==> src/rtl/dmem_access_ctrl_pkg.sv <==
// Shared definitions for the MEM-stage data memory access controller:
// funct3 encodings, FSM state encoding, byte-enable constants and the
// alignment helper used by the optional misaligned-access trap.
package dmem_access_ctrl_pkg;

    localparam logic [2:0] F3_B  = 3'b000;
    localparam logic [2:0] F3_H  = 3'b001;
    localparam logic [2:0] F3_W  = 3'b010;
    localparam logic [2:0] F3_BU = 3'b100;
    localparam logic [2:0] F3_HU = 3'b101;

    localparam logic [1:0] SZ_BYTE = 2'b00;
    localparam logic [1:0] SZ_HALF = 2'b01;

    localparam logic [3:0] BE_NONE = 4'b0000;
    localparam logic [3:0] BE_B0   = 4'b1000;
    localparam logic [3:0] BE_H_HI = 4'b1100;
    localparam logic [3:0] BE_H_LO = 4'b0011;
    localparam logic [3:0] BE_WORD = 4'b1111;

    typedef enum logic [1:0] {
        ST_IDLE = 2'b00,
        ST_REQ  = 2'b01,
        ST_WAIT = 2'b10,
        ST_DONE = 2'b11
    } state_t;

    // Halfwords need an even address, words (and the 11 size that is
    // treated as a word) need a word-aligned address.
    function automatic logic is_misaligned(input logic [1:0] size, input logic [1:0] offset);
        logic mis;
        mis = 1'b0;
        case (size)
            SZ_BYTE: mis = 1'b0;
            SZ_HALF: mis = offset[0];
            default: mis = (offset != 2'b00);
        endcase
        return mis;
    endfunction

endpackage

==> src/rtl/dmem_access_ctrl_if.sv <==
// Data memory port bundle between the access controller (master) and the
// data cache / BRAM port (slave).
interface dmem_access_ctrl_if #(
    parameter int ADDR_W = 12
);
    logic              mem_req;
    logic              mem_we;
    logic [ADDR_W-1:0] mem_addr;
    logic [3:0]        mem_byte_en;
    logic [31:0]       mem_wdata;
    logic              mem_gnt;
    logic              mem_rvalid;
    logic [31:0]       mem_rdata;

    modport master (
        output mem_req, mem_we, mem_addr, mem_byte_en, mem_wdata,
        input  mem_gnt, mem_rvalid, mem_rdata
    );

    modport slave (
        input  mem_req, mem_we, mem_addr, mem_byte_en, mem_wdata,
        output mem_gnt, mem_rvalid, mem_rdata
    );
endinterface

==> src/rtl/dmem_access_ctrl_store_align.sv <==
// Combinational store lane steering: turns access size, byte offset and
// the rs2 datum into big-endian byte enables ([3] = offset 0) and
// lane-replicated write data. Misaligned halfword/word offsets are simply
// truncated to their natural lane group.
module dmem_store_align
    import dmem_access_ctrl_pkg::*;
(
    input  logic [1:0]  size,
    input  logic [1:0]  offset,
    input  logic [31:0] rs2,
    output logic [3:0]  byte_en,
    output logic [31:0] wdata
);

    // Select lane group and replicate the datum across the word
    always_comb begin
        byte_en = BE_WORD;
        wdata   = rs2;
        case (size)
            SZ_BYTE: begin
                byte_en = BE_B0 >> offset;
                wdata   = {4{rs2[7:0]}};
            end
            SZ_HALF: begin
                byte_en = offset[1] ? BE_H_LO : BE_H_HI;
                wdata   = {2{rs2[15:0]}};
            end
            default: begin
                byte_en = BE_WORD;
                wdata   = rs2;
            end
        endcase
    end

endmodule

==> src/rtl/dmem_access_ctrl.sv <==
// MEM-stage front end between the pipeline and the data memory port.
// Latches one load/store, runs the request/grant/rvalid handshake while
// stalling the pipeline, and hands the captured read word plus offset and
// funct3 to the downstream load formatter.
// Optional feature macro: MISALIGN_TRAP_EN (misaligned H/W accesses skip
// the memory and raise a one-cycle misalign pulse instead).
module dmem_access_ctrl
    import dmem_access_ctrl_pkg::*;
#(
    parameter int ADDR_W = 12
) (
    input  logic                clk,
    input  logic                nrst,
    input  logic                req_valid,
    input  logic                req_we,
    input  logic [2:0]          req_funct3,
    input  logic [31:0]         req_addr,
    input  logic [31:0]         req_wdata,
    output logic                stall,
    dmem_access_ctrl_if.master  mem,
    output logic                ld_valid,
    output logic [31:0]         ld_data,
    output logic [1:0]          ld_byte_offset,
    output logic [2:0]          ld_dm_select,
    output logic                misalign
);

    state_t            state;
    state_t            state_next;
    logic              capture;
    logic              req_mis;
    logic              mis_q;

    logic              r_we;
    logic [2:0]        r_funct3;
    logic [ADDR_W+1:0] r_addr;
    logic [31:0]       r_wdata;

    logic [3:0]        al_be;
    logic [31:0]       al_wdata;
    logic              unused_addr_bits;

    assign unused_addr_bits = ^req_addr[31:ADDR_W+2];

`ifdef MISALIGN_TRAP_EN
    assign req_mis = is_misaligned(req_funct3[1:0], req_addr[1:0]);

    // Remember whether the latched access is trapping as misaligned
    always_ff @(posedge clk) begin
        if (!nrst) begin
            mis_q <= 1'b0;
        end else if (state == ST_IDLE && req_valid) begin
            mis_q <= req_mis;
        end
    end
`else
    assign req_mis = 1'b0;
    assign mis_q   = 1'b0;
`endif

    // State register
    always_ff @(posedge clk) begin
        if (!nrst) begin
            state <= ST_IDLE;
        end else begin
            state <= state_next;
        end
    end

    // Next-state logic and read-data capture strobe
    always_comb begin
        state_next = state;
        capture    = 1'b0;
        case (state)
            ST_IDLE: begin
                if (req_valid) begin
                    state_next = req_mis ? ST_DONE : ST_REQ;
                end
            end
            ST_REQ: begin
                if (mem.mem_gnt) begin
                    if (r_we) begin
                        state_next = ST_DONE;
                    end else if (mem.mem_rvalid) begin
                        state_next = ST_DONE;
                        capture    = 1'b1;
                    end else begin
                        state_next = ST_WAIT;
                    end
                end
            end
            ST_WAIT: begin
                if (mem.mem_rvalid) begin
                    state_next = ST_DONE;
                    capture    = 1'b1;
                end
            end
            ST_DONE: begin
                state_next = ST_IDLE;
            end
            default: begin
                state_next = ST_IDLE;
            end
        endcase
    end

    // Latch the request fields on the IDLE entry cycle
    always_ff @(posedge clk) begin
        if (!nrst) begin
            r_we     <= 1'b0;
            r_funct3 <= 3'b000;
            r_addr   <= '0;
            r_wdata  <= 32'h0;
        end else if (state == ST_IDLE && req_valid) begin
            r_we     <= req_we;
            r_funct3 <= req_funct3;
            r_addr   <= req_addr[ADDR_W+1:0];
            r_wdata  <= req_wdata;
        end
    end

    // Capture the read word and load descriptors as the load completes
    always_ff @(posedge clk) begin
        if (!nrst) begin
            ld_data        <= 32'h0;
            ld_byte_offset <= 2'b00;
            ld_dm_select   <= 3'b000;
        end else if (capture) begin
            ld_data        <= mem.mem_rdata;
            ld_byte_offset <= r_addr[1:0];
            ld_dm_select   <= r_funct3;
        end
    end

    dmem_store_align u_store_align (
        .size    (r_funct3[1:0]),
        .offset  (r_addr[1:0]),
        .rs2     (r_wdata),
        .byte_en (al_be),
        .wdata   (al_wdata)
    );

    assign stall           = (state == ST_IDLE && req_valid) || (state == ST_REQ) || (state == ST_WAIT);
    assign mem.mem_req     = (state == ST_REQ);
    assign mem.mem_we      = (state == ST_REQ) && r_we;
    assign mem.mem_addr    = r_addr[ADDR_W+1:2];
    assign mem.mem_byte_en = ((state == ST_REQ) && r_we) ? al_be : BE_NONE;
    assign mem.mem_wdata   = al_wdata;
    assign ld_valid        = (state == ST_DONE) && !r_we && !mis_q;
    assign misalign        = (state == ST_DONE) && mis_q;

endmodule

==> src/flat_wrapper.sv <==
// flat-port wrapper written by rule: the top's interface ports become plain ports
module dmem_access_ctrl_flat import dmem_access_ctrl_pkg::*;
#(
    parameter int ADDR_W = 12
)
  (clk, nrst, req_valid, req_we, req_funct3, req_addr, req_wdata, stall, ld_valid, ld_data, ld_byte_offset, ld_dm_select, misalign, mem_mem_req, mem_mem_we, mem_mem_addr, mem_mem_byte_en, mem_mem_wdata, mem_mem_gnt, mem_mem_rvalid, mem_mem_rdata);
  dmem_access_ctrl_if #(.ADDR_W(ADDR_W)) mem_i ();
  input  logic clk;
  input  logic nrst;
  input  logic req_valid;
  input  logic req_we;
  input  logic [2:0] req_funct3;
  input  logic [31:0] req_addr;
  input  logic [31:0] req_wdata;
  output logic stall;
  output logic ld_valid;
  output logic [31:0] ld_data;
  output logic [1:0] ld_byte_offset;
  output logic [2:0] ld_dm_select;
  output logic misalign;
  output wire logic [$bits(mem_i.mem_req)-1:0] mem_mem_req;
  output wire logic [$bits(mem_i.mem_we)-1:0] mem_mem_we;
  output wire logic [$bits(mem_i.mem_addr)-1:0] mem_mem_addr;
  output wire logic [$bits(mem_i.mem_byte_en)-1:0] mem_mem_byte_en;
  output wire logic [$bits(mem_i.mem_wdata)-1:0] mem_mem_wdata;
  input wire logic [$bits(mem_i.mem_gnt)-1:0] mem_mem_gnt;
  input wire logic [$bits(mem_i.mem_rvalid)-1:0] mem_mem_rvalid;
  input wire logic [$bits(mem_i.mem_rdata)-1:0] mem_mem_rdata;
  assign mem_mem_req = mem_i.mem_req;
  assign mem_mem_we = mem_i.mem_we;
  assign mem_mem_addr = mem_i.mem_addr;
  assign mem_mem_byte_en = mem_i.mem_byte_en;
  assign mem_mem_wdata = mem_i.mem_wdata;
  assign mem_i.mem_gnt = mem_mem_gnt;
  assign mem_i.mem_rvalid = mem_mem_rvalid;
  assign mem_i.mem_rdata = mem_mem_rdata;
  dmem_access_ctrl #(.ADDR_W(ADDR_W)) u_core (.clk(clk), .nrst(nrst), .req_valid(req_valid), .req_we(req_we), .req_funct3(req_funct3), .req_addr(req_addr), .req_wdata(req_wdata), .stall(stall), .mem(mem_i), .ld_valid(ld_valid), .ld_data(ld_data), .ld_byte_offset(ld_byte_offset), .ld_dm_select(ld_dm_select), .misalign(misalign));
endmodule
==> config.mk <==
export PLATFORM = sky130hd
export DESIGN_NAME = dmem_access_ctrl_flat
export DESIGN_NICKNAME = d
export VERILOG_FILES = /design/src/rtl/dmem_access_ctrl_pkg.sv /design/src/rtl/dmem_access_ctrl_if.sv /design/src/rtl/dmem_access_ctrl_store_align.sv /design/src/rtl/dmem_access_ctrl.sv /design/src/flat_wrapper.sv
export SDC_FILE = /design/constraint.sdc
export NUM_CORES = 1
export LEC_CHECK = 0
export ABC_CLOCK_PERIOD_IN_PS = 3700
export CORE_ASPECT_RATIO = 1.5
export CORE_MARGIN = 4
export CORE_UTILIZATION = 44
export DETAILED_ROUTE_END_ITERATION = 8
export HOLD_SLACK_MARGIN = 0.05
export PLACE_DENSITY = 0.83
export SYNTH_ARGS = -nofsm -noshare
export SYNTH_HDL_FRONTEND = slang
export SYNTH_HIERARCHICAL = 1
export SYNTH_SLANG_ARGS = --single-unit
==> constraint.sdc <==
create_clock -name clk -period 3.7 [get_ports clk]
set_input_delay 0.37 -clock clk [delete_from_list [all_inputs] [get_ports clk]]
set_output_delay 0.37 -clock clk [all_outputs]
set_load 0.005 [all_outputs]
======== Word level (Yosys, flattened, before mapping) ========
Cells that the tools add are included.
word-level totals
  bits in registers ....................... 89
  output and inout bits ................... 90
  input bits .............................. 105
cells by class
  equality and inequality tests ........... 7
  reduce and logical (&&, ||, !) cells .... 9
  muxes and demuxes ....................... 14
  shifts and indexed selects .............. 1
operator list
  kind                                                                      number
  32-bit one-hot mux with 2 select lines                                    1
  2-bit two-way mux                                                         4
  4-bit two-way mux                                                         2
  2-bit one-hot mux with 4 select lines                                     1
  4-bit one-hot mux with 2 select lines                                     1
  2-bit by 1-bit equality test with 1-bit output (second input constant)    2
  2-bit equality test (second input constant)                               2
  2-bit zero test                                                           2
  1-bit two-way mux                                                         4
  2-bit inequality test (second input constant)                             2
  4-bit by 2-bit >> shifter with 4-bit output (first input constant)        1
  1-bit logical AND                                                         3
  3-bit AND reduction                                                       1
  1-bit logical OR                                                          2
  2-bit by 1-bit inequality test with 1-bit output (second input constant)  1
  1-bit one-hot mux with 2 select lines                                     1
  1-bit zero test                                                           1

======== Logic depth before layout (Yosys ltp) ========
  depth after elaboration ................. 4
  depth in mapped cells ................... 7
  gate-level depth less buffers ........... 5

======== Modules after synthesis ========
Netlist, hierarchy kept.
modules (own cells, without submodules)
  module            instances  cells an instance  area each (µm²)  seq. area each (µm²)
  dmem_access_ctrl  1          426                3585.9           1781.7
  dmem_store_align  1          60                 524.3            0.0

======== Worst setup path before layout ========
No wires, ideal clock.
  kind .................................... register -> output
  start point ............................. reg u_core.state[0]
  end point ............................... out stall
  path buffers ............................ 1
  setup slack ............................. 2076 ps
  stages on the path, launching flop included .. 6
  arrival time ............................ 1254 ps
  required time ........................... 3330 ps
  cell sequence ........................... dfxtp_1 -> inv_1 -> ha_1 -> and2_1 -> clkbuf_1 -> or3_1
between the ends
  cells in the longest elaborated chain, start to end .. 4
  elaborated cells on any way between the ends .. 6
  classes of those cells .................. eq/ne: 2; reduce/logical: 4
ends and longest elaborated chain
  item                    line                     source
  from (decl)             dmem_access_ctrl.sv:28   state_t state;
  from (signal assigned)  dmem_access_ctrl.sv:66   state <= state_next;
  2-bit zero test         dmem_access_ctrl.sv:143  assign stall = (state == ST_IDLE && req_valid) || (state == ST_REQ) || (state == ST_WAIT);
  1-bit logical AND       dmem_access_ctrl.sv:143
  1-bit logical OR        dmem_access_ctrl.sv:143
  1-bit logical OR *      dmem_access_ctrl.sv:143
  to (decl)               flat_wrapper.sv:15       output logic stall;
Every way passes the cells marked *; elsewhere a longest branch is shown, timed or not.

======== Worst setup path after layout ========
  start point ............................. reg u_core.r_funct3[0]
  end point ............................... out mem_mem_byte_en[2]
between the ends
  cells in the longest elaborated chain, start to end .. 3
  elaborated cells on any way between the ends .. 4
  classes of those cells .................. eq/ne: 1; mux: 2; reduce/logical: 1
ends and longest elaborated chain
  item                                                                                      line                                source
  from (decl)                                                                               dmem_access_ctrl.sv:35              logic [2:0] r_funct3;
  from (signal assigned)                                                                    dmem_access_ctrl.sv:116             r_funct3 <= req_funct3;
  2-bit by 1-bit equality test with 1-bit output / 2-bit zero test (equally long branches)  dmem_access_ctrl_store_align.sv:19  case (size)
  4-bit one-hot mux with 2 select lines *                                                   dmem_access_ctrl_store_align.sv:19
  via u_core.al_be[2]                                                                       dmem_access_ctrl.sv:39              logic [3:0] al_be;
  4-bit two-way mux *                                                                       dmem_access_ctrl.sv:147             assign mem.mem_byte_en = ((state == ST_REQ) && r_we) ? al_be : BE_NONE;
  to (decl)                                                                                 flat_wrapper.sv:24                  output wire logic [$bits(mem_i.mem_byte_en)-1:0] mem_mem_byte_en;
Mark *: on every way through the listed nets, which the timed path passes. The rest lies on a longest branch.

==> metrics.txt <==
# TYPE chip_impl_metric gauge
chip_impl_metric{name="stdcell_count",unit=""} 739
chip_impl_metric{name="power-per-cell-area",unit="nW/um^2"} 556
chip_impl_metric{name="clock_path_buffers",unit=""} 2
chip_impl_metric{name="worstSkewPairLatency",unit="ns"} 0.34
chip_impl_metric{name="yosysWarningCount",unit=""} 6
chip_impl_metric{name="synth-async-reset-ratio",unit="%"} 0
chip_impl_info{name="yosys_most_used_dff",value="dfxtp_1"} 1
chip_impl_metric{name="clock.fmax",unit="MHz"} 394
chip_impl_metric{name="boundaryPins",unit=""} 195
chip_impl_metric{name="setup-violations-final",unit=""} 0
chip_impl_metric{name="cts_hold_buffers_added",unit=""} 0
chip_impl_info{name="grt_setup_unrepaired",value="false"} 1
chip_impl_metric{name="routedWlPerCell",unit="um"} 15.4
chip_impl_metric{name="cts.clk_slew.worst_paths",unit="ns"} 0.06
chip_impl_info{name="end_kind",value="output pin"} 1
chip_impl_metric{name="detailedPlacementHpwl",unit="um"} 8300
chip_impl_metric{name="remaining_drc_errors",unit=""} 0
chip_impl_info{name="cp_cell_sequence",value="nor2_1 > o21bai_1 > and3_2 > clkdlybuf4s50_1"} 1
chip_impl_metric{name="post_route_cells_drive_above_1_share",unit="%"} 8.74
chip_impl_info{name="min_delay_worst_endpoint",value="u_core/r_addr[3]"} 1
chip_impl_info{name="critical-path-top-delay-family",value="flip-flops"} 1
chip_impl_metric{name="setup_tns",unit="ns"} 0
chip_impl_metric{name="relSlewSlack",unit="%"} 36.1
chip_impl_metric{name="leakage",unit="nW"} 2.20
chip_impl_metric{name="timing.critical_path.arrival",unit="ns"} 2.17
chip_impl_metric{name="core.rowCount",unit=""} 42
chip_impl_metric{name="route.vias.total",unit=""} 3720
chip_impl_info{name="critical_path.reg2reg.endpoint",value="u_core/r_wdata[12]"} 1
chip_impl_metric{name="netlist-cell-type-count",unit=""} 36
chip_impl_metric{name="ys_seq_elements",unit=""} 89
chip_impl_metric{name="drt_pre_antenna_iters",unit=""} 5
chip_impl_metric{name="r2r_setup_slack",unit="ns"} 1.74
chip_impl_metric{name="placement.io_buffers",unit=""} 175
chip_impl_metric{name="start_util",unit="%"} 45.7
chip_impl_metric{name="grt_first_pass_wirelength",unit="um"} 17500
chip_impl_metric{name="track_usage",unit="%"} 20.0
chip_impl_metric{name="maxSlewViolCount",unit=""} 0
chip_impl_metric{name="post-place-cells",unit=""} 723
chip_impl_metric{name="ctsResizeCount",unit=""} 0
chip_impl_metric{name="synth-edff-count",unit=""} 0
chip_impl_metric{name="hold-path-cell-count",unit=""} 2
chip_impl_metric{name="timing.clock.skew",unit="ns"} 0.00341
chip_impl_metric{name="timing.final.hold_violations",unit=""} 0
chip_impl_metric{name="sequential_share_of_the_synthesized_area",unit="%"} 43.3
chip_impl_info{name="library_cell_with_the_highest_instance_count_after_synthesis",value="nand2_1"} 1
chip_impl_metric{name="worst-r2r-cell-count",unit=""} 5
chip_impl_metric{name="design.core.area",unit="um^2"} 8990
chip_impl_metric{name="grt_pass1_vias",unit=""} 3705
chip_impl_info{name="run_status",value="finished, final reports clean"} 1
chip_impl_info{name="clock-root-buffer",value="clkbuf_16"} 1
chip_impl_metric{name="finish.net_count",unit=""} 735
chip_impl_metric{name="globalRoute.totalOverflow",unit=""} 0
chip_impl_info{name="path_class_of_the_lowest_slack_min_delay_path",value="reg -> reg"} 1
chip_impl_metric{name="drt-initial-drc-count",unit=""} 109
chip_impl_metric{name="worst-path-buf-inv",unit=""} 1
chip_impl_metric{name="fp.dieArea",unit="um^2"} 11000
chip_impl_metric{name="finalWirelength",unit="um"} 11400
chip_impl_metric{name="min_period_over_period",unit="%"} 68.6
chip_impl_info{name="synthDominantAreaCellType",value="dfxtp_1"} 1
chip_impl_info{name="ys_top_cells_by_area",value="dfxtp_1 (43%), nand2_1 (17%), mux2i_1 (11%)"} 1
chip_impl_metric{name="ctsHtreeMaxLevel",unit=""} 3
chip_impl_info{name="rr_startpoint",value="u_core/state[1]"} 1
chip_impl_metric{name="dieHeight",unit="um"} 126
chip_impl_metric{name="area_growth",unit="%"} 45.4
chip_impl_metric{name="clock-sinks",unit=""} 89
chip_impl_metric{name="min_period",unit="ns"} 2.54
chip_impl_metric{name="routabilityCongestion",unit=""} 0.809
chip_impl_metric{name="initial_antenna_violation_count",unit=""} 0
chip_impl_metric{name="synth_area",unit="um^2"} 4110
chip_impl_info{name="crit_slowest_cell",value="dfxtp_1"} 1
chip_impl_metric{name="n_antenna_cell",unit=""} 0
chip_impl_metric{name="worst_slew_pin_slew",unit="ns"} 0.956
chip_impl_metric{name="post_drt_via_cell_ratio",unit=""} 5.03
chip_impl_info{name="worst-setup-path-type",value="reg -> out"} 1
chip_impl_metric{name="maximum_number_of_pins_on_one_net_before_global_route_repair",unit=""} 75
chip_impl_metric{name="post_route_ant_nets",unit=""} 0
chip_impl_metric{name="synth.top_cell.area_share",unit="%"} 43.3
chip_impl_metric{name="worst-endpoint-required",unit="ns"} 3.33
chip_impl_metric{name="cts_made_buffers",unit=""} 9
chip_impl_info{name="synth.top_cells.by_count",value="nand2_1 (183), dfxtp_1 (89), a21oi_1 (51)"} 1
chip_impl_metric{name="die_width",unit="um"} 86.9
chip_impl_metric{name="netlist_instances",unit=""} 486
chip_impl_metric{name="slowest_delay",unit="ns"} 0.82
chip_impl_info{name="hp-start",value="u_core/r_addr[3]"} 1
chip_impl_metric{name="cp_max_fo",unit=""} 13
chip_impl_metric{name="synthesis.area_per_instance",unit="um^2"} 8.46
chip_impl_metric{name="vdd.ir_drop.worst",unit="uV"} 308
chip_impl_metric{name="max_cap_viol_count",unit=""} 0
chip_impl_metric{name="number_of_buffers_added_for_setup_after_cts",unit=""} 0
chip_impl_metric{name="syn_nets",unit=""} 597
chip_impl_info{name="timing.critical_path.from_type",value="register"} 1
chip_impl_info{name="tritoncts",value="yes"} 1
## routing by layer
layer  track usage [%]  vias up  part of all wire (%)
met5                 0        -                     0
met4              7.43        0                   1.7
met3              6.16       16                   9.0
met2              37.0      143                    53
met1              20.6     1725                    37
li1                  -     1836                     -
## flip-flops by register name (all words and copies together) (netlist names)
register               count
u_core/ld_byte_offset      2
u_core/r_funct3            3
u_core/r_we                1
u_core/state               2
u_core/ld_dm_select        3
u_core/ld_data            32
u_core/r_addr             14
u_core/r_wdata            32
## through the flow
stage	total power, W	util [%]	worst slack [ns]	hold slack (ns)	area (um^2)
finish	0.00333	66.5	1.16	0.453	5980
global route	0.00350	66.5	1.05	0.472	5980
CTS	0.00335	66.5	1.12	0.456	5980
detailed placement	0.00240	63.0	1.48	0.447	5660
global placement	0.00236	63.0	1.52	0.440	5660
floorplan	0.00192	-	2.08	0.433	4110
## worst max path at each step
stage                  startpoint                 end  slack (ns)  cells after the start
2_1_floorplan     u_core/state[0]               stall        2.08                      5
4_1_cts        u_core/r_funct3[0]  mem_mem_byte_en[2]        1.12                      4
3_3_place_gp            req_valid               stall        1.52                      4
5_1_grt        u_core/r_funct3[0]  mem_mem_byte_en[3]        1.05                      4
3_5_place_dp   u_core/r_funct3[0]  mem_mem_byte_en[2]        1.48                      4
6_report       u_core/r_funct3[0]  mem_mem_byte_en[2]        1.16                      4
## area by class of cell
type,instances,area [um^2]
Tap cell,110,138
Fill cell,723,3010
Multi-Input combinational cell,340,1940
Clock inverter,4,50.0
Inverter,4,15.0
Timing Repair Buffer,180,1780
Clock buffer,12,267
Sequential cell,89,1780
## placed cells by master, fill, tap and decap left out
cell type        instances
a21oi_1                 51
a221oi_1                 1
and2_2                   2
and2b_2                  1
and3_2                   4
and3b_1                  1
buf_2                    1
buf_4                    5
bufinv_16                1
clkbuf_16                9
clkbuf_8                 3
clkdlybuf4s50_1        174
clkinv_1                 1
clkinv_2                 1
clkinvlp_4               2
conb_1                   1
dfxtp_1                 89
ha_1                     6
inv_1                    3
mux2_1                   1
mux2_2                  15
mux2i_1                 45
nand2_1                182
nand2_2                  1
nand2b_1                 3
nand4_1                  1
nor2_1                   1
nor2_4                   1
nor2b_1                  4
nor3_1                   2
o2111ai_1                1
o211a_2                  1
o21a_1                   1
o21ai_2                  8
o21bai_1                 4
o31ai_1                  1
or3_1                    1
## logic make-up (layout without fill, tap and decap cells)
logic type	Yosys count	after routing	synth area share, %
and+or+nand+nor	204	204	20.2
adders and majority gates	6	6	1.83
AOI/OAI and AO/OA	68	68	9.68
muxes	61	61	15.3
buffers and inverters	57	200	9.53
other	1	1	0.0912
DFF	89	89	43.3
## worst reg2reg max path: cells and delay by family, from the launching register on
family	cells	cell delay, ns
buffers and inverters	1	0.13
AOI/OAI and AO/OA	1	0.19
DFF	1	0.41
and+or+nand+nor	2	0.87
adders and majority gates	1	0.26
## power by group
part / switching, W / total, W / leakage, nW / internal (W)
clock network: 0.000364 / 0.000941 / 0.151 / 0.000577
registers: 0.000122 / 0.00123 / 0.725 / 0.00111
logic: 0.000551 / 0.00116 / 1.32 / 0.000605
total: 0.00104 / 0.00333 / 2.20 / 0.00229
Note: power is estimated with default switching activity, not from simulation.
==> patch, RTL diff (config.mk and constraints unchanged) <==
`ADDR_W` is set to 12 in 3 places; all go to 10.
--- a/src/rtl/dmem_access_ctrl_if.sv
+++ b/src/rtl/dmem_access_ctrl_if.sv
@@ -2,5 +2,5 @@
 // data cache / BRAM port (slave).
 interface dmem_access_ctrl_if #(
-    parameter int ADDR_W = 12
+    parameter int ADDR_W = 10
 );
     logic              mem_req;
--- a/src/rtl/dmem_access_ctrl.sv
+++ b/src/rtl/dmem_access_ctrl.sv
@@ -8,5 +8,5 @@
     import dmem_access_ctrl_pkg::*;
 #(
-    parameter int ADDR_W = 12
+    parameter int ADDR_W = 10
 ) (
     input  logic                clk,
--- a/src/flat_wrapper.sv
+++ b/src/flat_wrapper.sv
@@ -2,5 +2,5 @@
 module dmem_access_ctrl_flat import dmem_access_ctrl_pkg::*;
 #(
-    parameter int ADDR_W = 12
+    parameter int ADDR_W = 10
 )
   (clk, nrst, req_valid, req_we, req_funct3, req_addr, req_wdata, stall, ld_valid, ld_data, ld_byte_offset, ld_dm_select, misalign, mem_mem_req, mem_mem_we, mem_mem_addr, mem_mem_byte_en, mem_mem_wdata, mem_mem_gnt, mem_mem_rvalid, mem_mem_rdata);
Interface: changed (resized mem_mem_addr); port bits go from 195 to 193. No check against the original RTL was run, so the function may have changed too.
==> patch against the unedited design <==
  * Design area shrank 2.3%
  * Routed wire length shrank 7.4%
  * Critical endpoint is now mem_mem_byte_en[3]
  * Total power shrank 5.4%
  * Area after synthesis shrank 1.9%
  * First-iteration DRC count grew 21%
  * Fmax shrank 0.46%
  * Worst setup slack lost 0.012 ns
  * Sequential cell count shrank 2
==> patch: results (changes against the unedited design) <==
- Status: complete, no violations
- CLK BUF: 11 (-1)
- Seq/Total Area, Yosys: 43.2% (-0.17 points)
- DP Wirelength: 7.66 mm (-7.7%)
- Comb pwr share: 35.8% (+1.0 points)
- Gr usage total: 18.7% (-1.4 points)
- Sequential cell area: 1740 sq um (-2.2%)
- Top flop regs: u_core/ld_data x32, u_core/r_wdata x32, u_core/r_addr x12
- Signal buffers: 177 (-1.7%)
- Clk tree area frac: 4.74% (-0.56 points)
- Layout cells sized above 1: 8.90% (+0.16 points)
- Multi-input gate count: 334 (-1.8%)
- DR pass1 iterations: 4 (-1)
- Met3 WL: 761 um (-26%)
- Post-route non-filler standard cell count: 728 (-1.5%)
- Clock skew: 0.00446 ns (+0.00104 ns)
- Mapped Cells: 476 (-2.1%)
- Synth top area cells: dfxtp_1, nand2_1, mux2i_1, a21oi_1, mux2_2
- GR Util met2: 33.9% (-3.1 points)
- Area of the multi-input gates: 1910 sq um (-1.4%)
- Met1 usage: 20.2% (-0.43 points)
- Top cells by count, synth: nand2_1, dfxtp_1, a21oi_1, mux2i_1, buf_4
- Clk pwr: 0.826 mW (-12%)
- Mapped Nets: 587 (-1.7%)
- Initial drt markers: 132 (+21%)
- Met1 wire length: 4.06 mm (-2.9%)
- VDD IR-drop max: 0.350 mV (+13%)
- Psw: 0.994 mW (-4.1%)
- Hold path startpoint: u_core/r_wdata[27]
- TritonCTS Sinks: 87 (-2.2%)
- Vias: 3617 (-2.8%)
- Number of global-route vias before repair: 3513 (-5.2%)
- Placement Cell Area: 5560 sq um (-1.8%)
- R2r worst-path depth: 6 (+1)
- Placed Cells: 712 (-1.5%)
patch: changes by cell type in the layout (fill, tap and decap cells not counted), moves of 2 or more:
| cell | before | now |
|---|---|---|
| clkdlybuf4s50_1 | 174 | 170 |
| nand2_1 | 182 | 179 |
| a21oi_1 | 51 | 49 |
| clkbuf_8 | 3 | 1 |
| dfxtp_1 | 89 | 87 |
patch: critical path, delay by kind of cell (launching register included):
kind                   cells  cell delay, ns
DFF                        1            0.81
and+or+nand+nor            2            0.34
buffers and inverters      1            0.53
AOI/OAI and AO/OA          1            0.16
patch: cells by family (layout without fill, tap and decap cells):
| group | Yosys count | count (layout) | share of synthesized area, % |
|---|---|---|---|
| multiplexers | 61 | 61 | 15.6 |
| adder cells (fa/ha/maj) | 6 | 6 | 1.86 |
| buffers and inverters | 55 | 197 | 9.43 |
| AO/OA/AOI/OAI | 66 | 66 | 9.62 |
| AND/OR/NAND/NOR | 200 | 200 | 20.2 |
| other | 1 | 1 | 0.0930 |
| flip-flops | 87 | 87 | 43.2 |
patch: path summary, 6_finish.rpt:
path,end,slack (ns)
worst max-delay path,mem_mem_byte_en[3],1.15
worst min-delay path,u_core/r_wdata[27],0.45
worst max register to register,u_core/ld_data[23],1.42
worst min register to register,u_core/r_wdata[27],0.45
patch: stage by stage:
step / setup WS, ns / hold WS [ns] / utilization (%) / power (mW)
6_report: 1.15 / 0.454 / 65.7 / 3.15
5_1_grt: 1.05 / 0.465 / 65.7 / 3.33
4_1_cts: 1.11 / 0.455 / 65.7 / 3.18
3_5_place_dp: 1.25 / 0.447 / 62.6 / 2.34
3_3_place_gp: 1.32 / 0.440 / 62.6 / 2.30
2_1_floorplan: 1.94 / 0.433 / - / 1.89
